<file path="src/rtl/spi_ctrl_pkg.sv">
// rtl/spi_ctrl_pkg.sv - shared state encoding and default sizing for the SPI master sequencer
package spi_ctrl_pkg;

    typedef enum logic [2:0] {
        IDLE,
        LOAD,
        SETUP,
        XFER,
        HOLD,
        DONE
    } spi_ctrl_state_t;

    localparam int SPI_DATA_W  = 8;
    localparam int SPI_CLK_DIV = 4;

endpackage

</file>
<file path="src/rtl/module_spi_edge_gen.sv">
// rtl/module_spi_edge_gen.sv - SCLK divider; rise_o/fall_o flag the edge at which sclk_o toggles
module module_spi_edge_gen
    import spi_ctrl_pkg::*;
#(
    parameter int CLK_DIV = SPI_CLK_DIV
) (
    input  logic clk_i,
    input  logic rst_i,
    input  logic en_i,
    output logic sclk_o,
    output logic rise_o,
    output logic fall_o
);

    localparam int CW = (CLK_DIV > 1) ? $clog2(CLK_DIV) : 1;

    logic [CW-1:0] r_div_cnt;
    logic          r_sclk;
    logic          w_wrap;

    assign w_wrap = en_i && (r_div_cnt == CW'(CLK_DIV - 1));

    always_ff @(posedge clk_i or negedge rst_i) begin
        if (!rst_i) begin
            r_div_cnt <= '0;
            r_sclk    <= 1'b0;
        end else if (!en_i) begin
            r_div_cnt <= '0;
            r_sclk    <= 1'b0;
        end else if (w_wrap) begin
            r_div_cnt <= '0;
            r_sclk    <= ~r_sclk;
        end else begin
            r_div_cnt <= r_div_cnt + 1'b1;
        end
    end

    // Ticks are high in the cycle before the toggle so the parent can register
    // its strobes in step with the new sclk_o level.
    assign rise_o = w_wrap && !r_sclk;
    assign fall_o = w_wrap && r_sclk;
    assign sclk_o = r_sclk;

endmodule

</file>
<file path="src/rtl/module_spi_master_ctrl.sv">
// rtl/module_spi_master_ctrl.sv - SPI mode-0 master sequencer; SPI_CTRL_BURST_EN chains frames from DONE
module module_spi_master_ctrl
    import spi_ctrl_pkg::*;
#(
    parameter int DATA_W  = SPI_DATA_W,
    parameter int CLK_DIV = SPI_CLK_DIV
) (
    input  logic clk_i,
    input  logic rst_i,
    input  logic start_i,
    output logic busy_o,
    output logic done_o,
    output logic sclk_o,
    output logic cs_n_o,
    output logic load_en_o,
    output logic shift_en_o,
    output logic sample_en_o
);

    localparam int CW = (CLK_DIV > 1) ? $clog2(CLK_DIV) : 1;
    localparam int BW = $clog2(DATA_W + 1);

    spi_ctrl_state_t r_state;
    logic [CW-1:0]   r_cnt;
    logic [BW-1:0]   r_bit_cnt;
    logic            r_busy;
    logic            r_done;
    logic            r_cs_n;
    logic            r_load_en;
    logic            r_shift_en;
    logic            r_sample_en;
    logic            w_rise;
    logic            w_fall;
    logic            w_last_bit;

    module_spi_edge_gen #(
        .CLK_DIV (CLK_DIV)
    ) u_edge_gen (
        .clk_i  (clk_i),
        .rst_i  (rst_i),
        .en_i   (r_state == XFER),
        .sclk_o (sclk_o),
        .rise_o (w_rise),
        .fall_o (w_fall)
    );

    assign w_last_bit = (r_bit_cnt == BW'(DATA_W));

    always_ff @(posedge clk_i or negedge rst_i) begin
        if (!rst_i) begin
            r_state     <= IDLE;
            r_cnt       <= '0;
            r_bit_cnt   <= '0;
            r_busy      <= 1'b0;
            r_done      <= 1'b0;
            r_cs_n      <= 1'b1;
            r_load_en   <= 1'b0;
            r_shift_en  <= 1'b0;
            r_sample_en <= 1'b0;
        end else begin
            r_load_en   <= 1'b0;
            r_done      <= 1'b0;
            r_sample_en <= w_rise;
            // The final falling edge only closes the frame; the last bit stays put.
            r_shift_en  <= w_fall && !w_last_bit;
            if (w_rise) begin
                r_bit_cnt <= r_bit_cnt + 1'b1;
            end
            case (r_state)
                IDLE: begin
                    if (start_i) begin
                        r_state   <= LOAD;
                        r_load_en <= 1'b1;
                        r_cs_n    <= 1'b0;
                        r_busy    <= 1'b1;
                        r_bit_cnt <= '0;
                    end
                end
                LOAD: begin
                    r_state <= SETUP;
                    r_cnt   <= '0;
                end
                SETUP: begin
                    if (r_cnt == CW'(CLK_DIV - 1)) begin
                        r_state <= XFER;
                        r_cnt   <= '0;
                    end else begin
                        r_cnt <= r_cnt + 1'b1;
                    end
                end
                XFER: begin
                    if (w_fall && w_last_bit) begin
                        r_state <= HOLD;
                        r_cnt   <= '0;
                    end
                end
                HOLD: begin
                    if (r_cnt == CW'(CLK_DIV - 1)) begin
                        r_state <= DONE;
                        r_done  <= 1'b1;
`ifdef SPI_CTRL_BURST_EN
                        r_cs_n  <= 1'b0;
`else
                        r_cs_n  <= 1'b1;
`endif
                    end else begin
                        r_cnt <= r_cnt + 1'b1;
                    end
                end
                DONE: begin
`ifdef SPI_CTRL_BURST_EN
                    if (start_i) begin
                        r_state   <= LOAD;
                        r_load_en <= 1'b1;
                        r_bit_cnt <= '0;
                    end else begin
                        r_state <= IDLE;
                        r_busy  <= 1'b0;
                        r_cs_n  <= 1'b1;
                    end
`else
                    r_state <= IDLE;
                    r_busy  <= 1'b0;
                    r_cs_n  <= 1'b1;
`endif
                end
                default: begin
                    r_state <= IDLE;
                    r_busy  <= 1'b0;
                    r_cs_n  <= 1'b1;
                end
            endcase
        end
    end

    assign busy_o      = r_busy;
    assign done_o      = r_done;
    assign cs_n_o      = r_cs_n;
    assign load_en_o   = r_load_en;
    assign shift_en_o  = r_shift_en;
    assign sample_en_o = r_sample_en;

endmodule

</file>
<file path="config.mk">
export PLATFORM = sky130hd
export DESIGN_NAME = module_spi_master_ctrl
export DESIGN_NICKNAME = d
export VERILOG_FILES = /design/src/rtl/spi_ctrl_pkg.sv /design/src/rtl/module_spi_edge_gen.sv /design/src/rtl/module_spi_master_ctrl.sv
export SDC_FILE = /design/constraint.sdc
export NUM_CORES = 1
export LEC_CHECK = 0
export CORE_MARGIN = 2
export CORE_UTILIZATION = 54
export DETAILED_ROUTE_END_ITERATION = 8
export PLACE_DENSITY = 0.77
export SLEW_MARGIN = 5
export SYNTH_ARGS = -nofsm -noshare
export SYNTH_HDL_FRONTEND = slang
export SYNTH_SLANG_ARGS = --single-unit
export TNS_END_PERCENT = 20
</file>
<file path="constraint.sdc">
create_clock -name clk_i -period 1.7 [get_ports clk_i]
set_clock_uncertainty 0.1 [all_clocks]
set_input_delay 0.17 -clock clk_i [delete_from_list [all_inputs] [get_ports clk_i]]
set_output_delay 0.17 -clock clk_i [all_outputs]
set_load 0.02 [all_outputs]
</file>
==> out/qor.txt <==
Status - completed
Mean number of vias per cell - 6.02
Die height - 45.6 µm
Worst hold path type - primary input to asynchronous set/reset pin
Crit path required time - 1430 ps
Critical path class - register to output pin
MaxCap Viol Count - 0
Area contributors post-synth - dfrtp_1 46%, ha_1 5.4%, a21oi_1 3.8%
CTS tree - yes
Commonest non-fill, non-tap cell in the layout - dfrtp_1
Compound-Gate Fraction of Synth Area - 13.1%
Fmax - 626 MHz
Crit path max fanout - 5
Vias - 735
Crit path max-delay cell type - clkdlybuf4s50_1
Die area - 0.00208 mm²
Power per standard cell area - 1480 mW/mm²
Area leader, netlist - dfrtp_1
R2R setup slack - 190 ps
Worst-path cell chain - clkdlybuf4s50_1
Area Overhead vs Synth - 15.4%
Clk slew on worst S/H paths - 100 ps
Ant diodes - 0
Worst-Margin Slew - 418 ps
Most frequent cells in the layout - 17 x dfrtp_1, 8 x clkdlybuf4s50_1, 7 x nand2_1, 7 x a21oi_1
Clock sink count - 18
First-pass GRT wire length - 2770 µm
CP Buf/Inv Count - 1
Routed WL per cell - 13.9 µm
Relative slew slack - 72.1%
Port Buf Inserts - 9
Largest family of logic cells by synthesized area - simple AND/OR/NAND/NOR gates
Vias in the first global route - 656
Total chip power - 1.59 mW
RSZ-0062 raised after global routing - no
Endpoints failing setup - 0
Grt ovf - 0
Final Cycle Share - 93.9%
DR pass1 iterations - 4
Hold-fix buffers, CTS - 0
Multiplexer share of the synthesized area - 2.14%
Clock Tree Buf Depth - 2
FFs w/ async S/R, synth - 100%
Setup TNS Final - 0 ps
Post-synth EDFFs - 0
VDD IR-drop max - 0.894 mV
Adder-cell area share of the yosys netlist - 5.36%
Max Transition Viols Final - 0
Leakage - 0.481 nW
Top cell type's share of synthesized area - 45.6%
Post-cts resize count - 1
CTS root buffer - clkbuf_4
Gp weighted congestion - 0.760
Largest net degree at the start of global routing - 19
Tot GR Track Use - 18.5%
CP peak stage delay - 620 ps
Yosys reg bits - 18
Detailed Route WL - 1690 µm
Synthesis Warnings - 0
Hpwl dp - 1210 µm
Cells after Synth - 94
Layout cells sized above 1 - 11.4%
XOR/XNOR Fraction of Synth Area - 0.938%
Mapped Nets - 101
Worst Setup End Kind - output pin
Die W - 45.6 µm
Post-synthesis simple-gate area fraction - 25.7%
Synth unique cells - 36
DRT antenna net count - 0
Setup Buffers After CTS - 0
Net count, final - 113
Worst skew pair latency - 290 ps
Initial Utilization - 55.9%
Period minus WS final - 1600 ps
Syn Std Cell Area - 933 µm²
Htree depth - 1
Syn avg cell area - 9.93 µm²
Arrival @ worst endpoint - 1330 ps
Core ar. - 0.00167 mm²
Setup crit start kind - register
1st-iter DRT viols - 20
Initial antenna violation count - 0
Sequential-to-total area share from yosys stat - 48.4%
Main synth FF type - dfrtp_1
Final Hold Viols - 0
I/O pins - 10
Row count - 15
Number of buffers created by CTS - 3
CP top delay family - buffers and inverters
DRC - 0
[per-layer routing]
layer / vias to the layer above / share of wire (%) / global-route usage [%] / routed length [µm]
met5: - / 0 / 0 / 0
met4: 0 / 0.89 / 7.06 / 15
met3: 2 / 3.1 / 3.57 / 52
met2: 20 / 50 / 30.7 / 847
met1: 353 / 46 / 23.5 / 775
li1: 360 / - / - / -
[synthesized netlist by cell type, types with 2 or more instances]
library cell,number
a21oi_1,7
and2_1,3
buf_2,5
dfrtp_1,17
ha_1,4
inv_1,3
mux2i_1,2
nand2_1,7
nand2b_1,5
nand3_1,5
nor2_1,5
nor3_1,3
o211ai_1,2
o21ai_0,4
[area by class of cell]
cell class	count	area [µm²]
clock buffer	4	36.3
fill	125	593
inverter	4	15.0
multi-input combinational	67	442
sequential	18	452
tap	17	21.3
timing repair buffer	12	111
[final timing paths]
path | endpoint | from | cells past startpoint
worst max-delay path | sclk_o | u_edge_gen.sclk_o | 1
worst min-delay path | u_edge_gen.r_div_cnt[0] | rst_i | 2
min in group clk_i | u_edge_gen.r_div_cnt[0] | u_edge_gen.r_div_cnt[0] | 1
worst max register to register | r_cnt[0] | r_bit_cnt[0] | 5
max in group asynchronous | cs_n_o | rst_i | 2
worst min register to register | u_edge_gen.r_div_cnt[0] | u_edge_gen.r_div_cnt[0] | 1
[kinds of logic after synthesis]
logic type / after synthesis
and+or+nand+nor: 40
AOI/OAI and AO/OA: 20
DFF: 18
buffers and inverters: 9
adders and majority gates: 4
muxes: 2
xor gates and xnor gates: 1
[power by group]
group | internal, mW | leakage (nW) | switching, mW | total, mW
Clock | 0.130 | 0.0210 | 0.134 | 0.265
Combinational | 0.288 | 0.242 | 0.309 | 0.598
Sequential | 0.580 | 0.218 | 0.148 | 0.728
Total | 0.999 | 0.481 | 0.591 | 1.59
[worst register-to-register path, stage by stage (launching register included)]
cell and delay (ps):
dfrtp_1 430, inv_1 90, ha_1 150, nand3b_1 200, o311ai_1 290, o211ai_1 130
[through the flow]
stage	instances	instance area [µm²]	setup WS [ps]	util [%]	hold WS, ps
after floorplan	94	933	318	-	-226
after global placement	118	1040	185	62.4	333
after detailed placement	118	1040	148	62.4	349
after CTS	122	1080	90.2	64.5	101
after global routing	122	1080	55.1	64.5	107
final	122	1080	103	64.5	96.5
[state kept, by name, indices dropped and copies added (netlist names)]
signal and cells:
busy_o 1, cs_n_o 1, shift_en_o 1, r_bit_cnt 4
r_state 3, u_edge_gen.sclk_o 1, u_edge_gen.r_div_cnt 2, sample_en_o 1
done_o 1, r_cnt 2, load_en_o 1
No activity file was read; power rests on OpenSTA's default activity.
